[src/rtl/router_rx_port.sv]
// rtl/router_rx_port.sv - router channel drain, byte-stream re-framer and packet checker
// Optional packet/error counters are built when ROUTER_RX_STATS_EN is defined.
module router_rx_port #(
  parameter logic [1:0] CH_ID     = 2'd0,
  parameter int         GAP_LIMIT = 16,
  parameter int         CNT_W     = 16
) (
  input  logic             clock,
  input  logic             resetn,
  input  logic             vld_in,
  input  logic [7:0]       data_in,
  output logic             read_enb,
  output logic [7:0]       out_data,
  output logic             out_valid,
  input  logic             out_ready,
  output logic             out_sop,
  output logic             out_eop,
  output logic             out_err,
  output logic             pkt_done,
  output logic             parity_err,
  output logic             addr_err,
  output logic             trunc,
  output logic [CNT_W-1:0] pkt_cnt,
  output logic [CNT_W-1:0] err_cnt
);

  localparam int GW = $clog2(GAP_LIMIT + 1);

  typedef enum logic [1:0] {
    S_HDR,
    S_PAY,
    S_PAR
  } state_e;

  state_e        state_q, state_d;
  logic [5:0]    rem_q, rem_d;
  logic [1:0]    addr_q, addr_d;
  logic [7:0]    par_q, par_d;
  logic [GW-1:0] gap_q, gap_d;
  logic          done_q, done_d;
  logic          perr_q, perr_d;
  logic          aerr_q, aerr_d;
  logic          trunc_q, trunc_d;
  logic          inflight_q;

  logic [10:0]   mem_q [2];
  logic          rd_ptr_q, wr_ptr_q;
  logic [1:0]    occ_q;
  logic [10:0]   head;

  logic          push, pop;
  logic          tag_sop, tag_eop, tag_err;

  assign head      = mem_q[rd_ptr_q];
  assign out_valid = (occ_q != 2'd0);
  assign out_data  = out_valid ? head[7:0] : 8'h00;
  assign out_sop   = out_valid & head[8];
  assign out_eop   = out_valid & head[9];
  assign out_err   = out_valid & head[10];

  assign pop  = out_valid & out_ready;
  assign push = inflight_q;

  // A byte popped now lands next cycle; counting it ahead keeps the 2-deep buffer from overflowing.
  assign read_enb = resetn & vld_in &
                    (({1'b0, occ_q} + {2'b00, inflight_q}) < (3'd2 + {2'b00, pop}));

  assign pkt_done   = done_q;
  assign parity_err = perr_q;
  assign addr_err   = aerr_q;
  assign trunc      = trunc_q;

  always_comb begin
    state_d = state_q;
    rem_d   = rem_q;
    addr_d  = addr_q;
    par_d   = par_q;
    gap_d   = gap_q;
    done_d  = 1'b0;
    perr_d  = 1'b0;
    aerr_d  = 1'b0;
    trunc_d = 1'b0;
    tag_sop = 1'b0;
    tag_eop = 1'b0;
    tag_err = 1'b0;
    if (push) begin
      gap_d = '0;
      case (state_q)
        S_HDR: begin
          tag_sop = 1'b1;
          rem_d   = data_in[7:2];
          addr_d  = data_in[1:0];
          par_d   = data_in;
          state_d = (data_in[7:2] == 6'd0) ? S_PAR : S_PAY;
        end
        S_PAY: begin
          par_d = par_q ^ data_in;
          rem_d = rem_q - 6'd1;
          if (rem_q == 6'd1) begin
            state_d = S_PAR;
          end
        end
        S_PAR: begin
          tag_eop = 1'b1;
          perr_d  = (data_in != par_q);
          aerr_d  = (addr_q != CH_ID);
          tag_err = perr_d | aerr_d;
          done_d  = 1'b1;
          state_d = S_HDR;
        end
        default: state_d = S_HDR;
      endcase
    end else if ((state_q != S_HDR) && !vld_in) begin
      if (gap_q == GW'(GAP_LIMIT - 1)) begin
        trunc_d = 1'b1;
        gap_d   = '0;
        state_d = S_HDR;
      end else begin
        gap_d = gap_q + GW'(1);
      end
    end else begin
      gap_d = '0;
    end
  end

  always_ff @(posedge clock or negedge resetn) begin
    if (!resetn) begin
      state_q    <= S_HDR;
      rem_q      <= '0;
      addr_q     <= '0;
      par_q      <= '0;
      gap_q      <= '0;
      done_q     <= 1'b0;
      perr_q     <= 1'b0;
      aerr_q     <= 1'b0;
      trunc_q    <= 1'b0;
      inflight_q <= 1'b0;
    end else begin
      state_q    <= state_d;
      rem_q      <= rem_d;
      addr_q     <= addr_d;
      par_q      <= par_d;
      gap_q      <= gap_d;
      done_q     <= done_d;
      perr_q     <= perr_d;
      aerr_q     <= aerr_d;
      trunc_q    <= trunc_d;
      inflight_q <= read_enb;
    end
  end

  always_ff @(posedge clock or negedge resetn) begin
    if (!resetn) begin
      mem_q[0] <= '0;
      mem_q[1] <= '0;
      rd_ptr_q <= 1'b0;
      wr_ptr_q <= 1'b0;
      occ_q    <= 2'd0;
    end else begin
      if (push) begin
        mem_q[wr_ptr_q] <= {tag_err, tag_eop, tag_sop, data_in};
        wr_ptr_q        <= ~wr_ptr_q;
      end
      if (pop) begin
        rd_ptr_q <= ~rd_ptr_q;
      end
      case ({push, pop})
        2'b10:   occ_q <= occ_q + 2'd1;
        2'b01:   occ_q <= occ_q - 2'd1;
        default: occ_q <= occ_q;
      endcase
    end
  end

`ifdef ROUTER_RX_STATS_EN
  logic [CNT_W-1:0] pkt_cnt_q, err_cnt_q;

  // A packet cannot both complete and time out in the same cycle, so one increment suffices.
  always_ff @(posedge clock or negedge resetn) begin
    if (!resetn) begin
      pkt_cnt_q <= '0;
      err_cnt_q <= '0;
    end else begin
      if (done_q) begin
        pkt_cnt_q <= pkt_cnt_q + CNT_W'(1);
      end
      if ((done_q & (perr_q | aerr_q)) | trunc_q) begin
        err_cnt_q <= err_cnt_q + CNT_W'(1);
      end
    end
  end

  assign pkt_cnt = pkt_cnt_q;
  assign err_cnt = err_cnt_q;
`else
  assign pkt_cnt = '0;
  assign err_cnt = '0;
`endif

endmodule
[config.mk]
export PLATFORM = sky130hd
export DESIGN_NAME = router_rx_port
export DESIGN_NICKNAME = d
export VERILOG_FILES = /design/src/rtl/router_rx_port.sv
export SDC_FILE = /design/constraint.sdc
export NUM_CORES = 1
export LEC_CHECK = 0
export ABC_CLOCK_PERIOD_IN_PS = 1700
export BUFFER_PORTS_ARGS = -buffer_cell sky130_fd_sc_hd__buf_2
export CAP_MARGIN = 20
export CORE_MARGIN = 2
export CORE_UTILIZATION = 55
export CTS_BUF_LIST = sky130_fd_sc_hd__clkbuf_4 sky130_fd_sc_hd__clkbuf_8
export DETAILED_ROUTE_END_ITERATION = 8
export PLACE_DENSITY_LB_ADDON = 0.1
export SLEW_MARGIN = 20
export SYNTH_ARGS = -nofsm -noshare
export SYNTH_HDL_FRONTEND = slang
export SYNTH_SLANG_ARGS = --single-unit
[constraint.sdc]
create_clock -name clock -period 1.7 [get_ports clock]
set_input_delay 0.17 -clock clock [delete_from_list [all_inputs] [get_ports clock]]
set_output_delay 0.17 -clock clock [all_outputs]
set_load 0.05 [all_outputs]
# ---- Word-level counts from Yosys, hierarchy flattened
# Cells that the tools add are included.
dict set report totals {
  ff_bits 54
  elab_cells 92
}
dict set report op_classes {
  n_addsub 6
  magnitude_cmp 4
  eq_ne 8
  muxes 32
  n_bitwise 12
  reduce_logical 15
}
# op count
set ops {}
lappend ops {{$mux 11} 4}
lappend ops {{$bwmux 22} 1}
lappend ops {{$pmux 8 s2} 1}
lappend ops {{$mux 5} 3}
lappend ops {{$reduce_bool 2->1} 7}
lappend ops {{$mux 1} 13}
lappend ops {{$pmux 6 s2} 1}
lappend ops {{$demux 11 s1} 1}
lappend ops {{$mux 2} 5}
lappend ops {{$mux 8} 1}
lappend ops {{$ne 8x8->1} 1}
lappend ops {{$pmux 2 s2} 2}
lappend ops {{$xor 8x8->8} 1}
lappend ops {{$and 1x1->1} 6}
lappend ops {{$eq 6x1->1 const B} 1}
lappend ops {{$logic_not 6->1} 1}
lappend ops {{$sub 6x1->6 const B} 1}
lappend ops {{$add 5x1->5 const B} 1}
lappend ops {{$eq 5x4->1 const B} 1}
lappend ops {{$eq 2x1->1 const B} 2}
lappend ops {{$eq 2x2->1 const B} 2}
lappend ops {{$ge 2x2->1 const B} 2}
lappend ops {{$not 1->2} 2}
lappend ops {{$reduce_and 2->1} 2}
lappend ops {{other kinds (13)} 15}

# ---- Longest topological paths before layout
dict set report depth {
  ltp_word 6
  ltp_mapped 6
  ltp_nobuf 6
}

# ---- Least setup slack after synthesis
# OpenSTA, ideal clock, no wires.
dict set report synth_path {
  path_type {register to register}
  startpoint {register occ_q[0]}
  endpoint {register inflight_q}
  t_arrival_ns 1.431
  required_time_ns 1.526
  slack_ns 0.095
  path_stages_with_launch 5
  cell_sequence {dfrtp_1 ha_1 ha_1 o21ai_0 and4b_1}
}
dict set report synth_between {
  elab_chain_cells 5
  elab_cells_between_ends 6
  classes_between {add/sub (2); order compare (1); bitwise (2); reduce/logical (1)}
}
# element line
set synth_rtl {}
lappend synth_rtl {{start, declared} 48} ;# logic [1:0] occ_q;
lappend synth_rtl {{start signal, assigned} 168} ;# 2'b10: occ_q <= occ_q + 2'd1;
lappend synth_rtl {{start signal, assigned} 169} ;# 2'b01: occ_q <= occ_q - 2'd1;
lappend synth_rtl {{start signal, assigned} 170} ;# default: occ_q <= occ_q;
lappend synth_rtl {{$reduce_bool 2->1} 55} ;# assign out_valid = (occ_q != 2'd0);
lappend synth_rtl {{$and 1x1->1} 61} ;# assign pop = out_valid & out_ready;
lappend synth_rtl {{$add 2x1->3} 66} ;# (({1'b0, occ_q} + {2'b00, inflight_q}) < (3'd2 + {2'b00, pop}));
lappend synth_rtl {{$lt 3x3->1 (*)} 66}
lappend synth_rtl {{$and 1x1->1 (*)} 65} ;# assign read_enb = resetn & vld_in &
lappend synth_rtl {{via read_enb} 12} ;# output logic read_enb,
lappend synth_rtl {{end signal, assigned} 148} ;# inflight_q <= read_enb;
lappend synth_rtl {{end, declared} 44} ;# logic inflight_q;
# Mark *: on every way through the listed nets, which the timed path passes. The rest lies on a longest branch.
# A chain may end at the register's enable or synchronous reset.

# ---- Worst setup path in the final report
dict set report layout_path {
  startpoint {register inflight_q}
  endpoint {output read_enb}
}
dict set report layout_between {
  elab_chain_cells 3
}
# element line
set layout_rtl {}
lappend layout_rtl {{$add 2x1->3} 66}
lappend layout_rtl {{$lt 3x3->1} 66}
lappend layout_rtl {{$and 1x1->1} 65}
lappend layout_rtl {{end, declared} 12}
# Every way passes these cells.

==> results.yml <==
cells_and_area:
  seq_area_um2: 1350
  final_cells: 394
  fillCellCount: 444
  layout_common_cells: "dfrtp_1 (53), nor2_1 (33), conb_1 (32), buf_2 (27), nand2_1 (21)"
  multi_input_area_um2: 1330
  antenna_cells: 0
  final_core_util: 0.634
  syn2layout_area_growth_pct: 12.3
  layout_commonest_cell: "dfrtp_1"
  final_nets: 341
  drive_gt1_frac: 0.238
floorplan:
  die-height_um: 76.0
  core_area_um2: 5040
  io_pins: 61
  dieArea_um2: 5770
  die-width_um: 76.0
  row_count: 26
  start_util: 0.565
setup_path:
  r2r_start: "inflight_q$_DFF_PN0_"
  crit_end: "read_enb"
  cp_cell_sequence: "ha_2 -> ha_4 -> o21ai_2 -> and4b_1 -> buf_6"
  reg2reg_depth: 4
  cp-start-kind: "flop"
  r2r-end: "state_q[1]$_DFFE_PN0P_"
  path_class: "flop to output pin"
  r2r_slack_ps: 50
  startpoint: "inflight_q$_DFF_PN0_"
  cp.arrival_ps: 1580
  required_ps: 1530
  crit_fanout: 2
  critPathCaptureType: "output pin"
  cpLargestDelayFamily: "adder cells"
  critical_path.max_stage_delay_ps: 400
  crit_slowest_cell: "dfrtp_1"
  path_buf_inv: 1
  path_depth: 5
yosys:
  ys_seq_area_frac: 0.474
  synth_edf_count: 0
  synth_cells: 285
  synth.area.top_cells: "dfrtp_1 (47%), buf_4 (8.4%), mux2_2 (7.1%), nor2_1 (4.3%), mux2i_1 (4.2%)"
  synth_top_area_share: 0.474
  synth_area_leader_cell: "dfrtp_1"
  synth_async_sr_flop_share: 1.00
  avgSynthCellArea_um2: 10.0
  synth-warning-count: 0
  ys_ff_latch: 54
  ys_types: 36
  synth_flop_cell: "dfrtp_1"
  syn-cell-area_um2: 2850
global_routing:
  grt_usage: 0.194
  first_global_vias: 1898
  antenna_found_initial: 0
  overflow: 0
  grt_start_max_net_pins: 55
  grt_pass1_wl_mm: 9.03
sta:
  fin_tns_setup_ps: -54.8
  fin_ws_ps: -54.8
  tightest_slew_ps: 686
  hold_slack_ps: -4.60
  final-setup-viol-count: 1
  min_period_ps: 1750
  slew_headroom: 0.543
  final-max-slew-violation-count: 0
  rsz0062_at_grt: "yes"
  finalHoldViolations: 1
  fin_crit_sh: 1.03
  fmax_mhz: 570
  clock-skew-final_ps: 10.3
place:
  post-dp-hpwl_mm: 3.67
  place_inst: 385
  numPortBuffers: 28
  gp_congestion: 0.770
cts:
  cts_root_buffer: "clkbuf_8"
  numCtsBuffers: 5
  clockBufferDepth: 2
  cts_max_level: 2
  hold_buffers: 0
  clock-sinks: 54
  cts.clk_slew.worst_paths_ps: 100
  clock_latency_ps: 310
  cts_tree: "built"
drt:
  drc: 0
  drt_iter0_markers: 85
  totalWireLength_mm: 5.24
  vias_per_cell: 5.01
  drt_first_pass_iters: 6
  vias: 1973
  ant_nets: 0
  wl_per_cell_um: 13.3
power_and_ir_drop:
  pwr_density_cell_nw_per_um2: 1960
  power_mw: 6.27
  ir_worst_vdd_mv: 0.929
  power.leakage_nw: 1.54
job:
  maxCapViolCount: 0
worst_hold_path:
  hp-class: "input pin to async pin"
outcome:
  outcome: "complete, but fails checks"
  failed_checks: "negative hold slack, negative setup slack"
routing by layer:
layer  vias up  global-route usage  part of all wire
li1        985                   -                 -
met1       931               0.260              0.48
met2        49               0.322              0.47
met3         8              0.0367             0.034
met4         0              0.0636             0.015
met5         -                   0                 0
kinds of logic after synthesis:
kind of cell	synth area share
multiplexers	0.117
adder cells (fa/ha/maj)	0.0263
other	0.00132
XOR/XNOR	0.0461
AND/OR/NAND/NOR	0.128
flip-flops	0.474
AO/OA/AOI/OAI	0.0944
buffers and inverters	0.112
layout make-up:
type / count / share of cell area
inverters: 10 / 0.0117
clock inverters: 2 / 0.0188
well taps: 70 / 0.0274
clock buffers: 6 / 0.0258
flip-flops and latches: 54 / 0.423
repair buffers: 42 / 0.0786
multi-input cells: 210 / 0.415
sequential cells by signal (all words and copies together), names as in the netlist:
| signal | cells |
|---|---|
| addr_err | 1 |
| addr_q | 2 |
| gap_q | 5 |
| inflight_q | 1 |
| mem_q | 22 |
| occ_q | 2 |
| par_q | 8 |
| parity_err | 1 |
| pkt_done | 1 |
| rd_ptr_q | 1 |
| rem_q | 6 |
| state_q | 2 |
| trunc | 1 |
| wr_ptr_q | 1 |
worst reg2reg max path, cell delays in order (launching register included):
cell      delay [ps]
dfrtp_1          400
buf_4            140
or3_4            410
o311ai_4         240
mux2_1           350
metrics by stage:
stage,hold slack [ps],instance area [um^2],setup slack [ps]
after detailed placement,367,3010,117
final,-4.60,3200,-54.8
after global routing,73.8,3200,-123
after CTS,33.1,3180,-43.2
after global placement,373,3010,156
after floorplan,-126,2970,95.0
cell usage after synthesis (2+ instances only):
cell,n
dfrtp_1,54
nor2_1,33
buf_4,32
nand2_1,21
mux2_2,18
o21ai_0,18
a21oi_1,15
mux2i_1,12
xnor2_1,12
inv_1,10
o22ai_1,7
clkbuf_1,6
ha_1,6
nand3_1,6
buf_2,4
nand2b_1,3
nor3_1,3
xor2_1,3
a31oi_1,2
nand4_1,2
o211ai_1,2
or2_2,2
worst min path at each step:
stage / endpoint / slack (ps) / cells past startpoint
after global routing: inflight_q$_DFF_PN0_ / 70 / 2
after floorplan: addr_err$_DFF_PN0_ / -130 / 0
after global placement: gap_q[0]$_DFF_PN0_ / 370 / 2
after CTS: inflight_q$_DFF_PN0_ / 30 / 2
final: inflight_q$_DFF_PN0_ / -5 / 2
after detailed placement: gap_q[2]$_DFF_PN0_ / 370 / 2
where the power goes:
part | leakage [nW] | switching (mW) | internal [mW] | total, mW
sequential | 0.670 | 0.365 | 1.80 | 2.16
combinational | 0.795 | 1.95 | 1.12 | 3.08
clock | 0.0714 | 0.404 | 0.628 | 1.03
total | 1.54 | 2.72 | 3.55 | 6.27
repair_timing:
item / CTS / global route
pin swaps: 2 / 2
gates resized for setup: 6 / 4
setup endpoints to repair: 1 / 3
buffers inserted: 1 / 0
(Power assumes the default switching activity.)
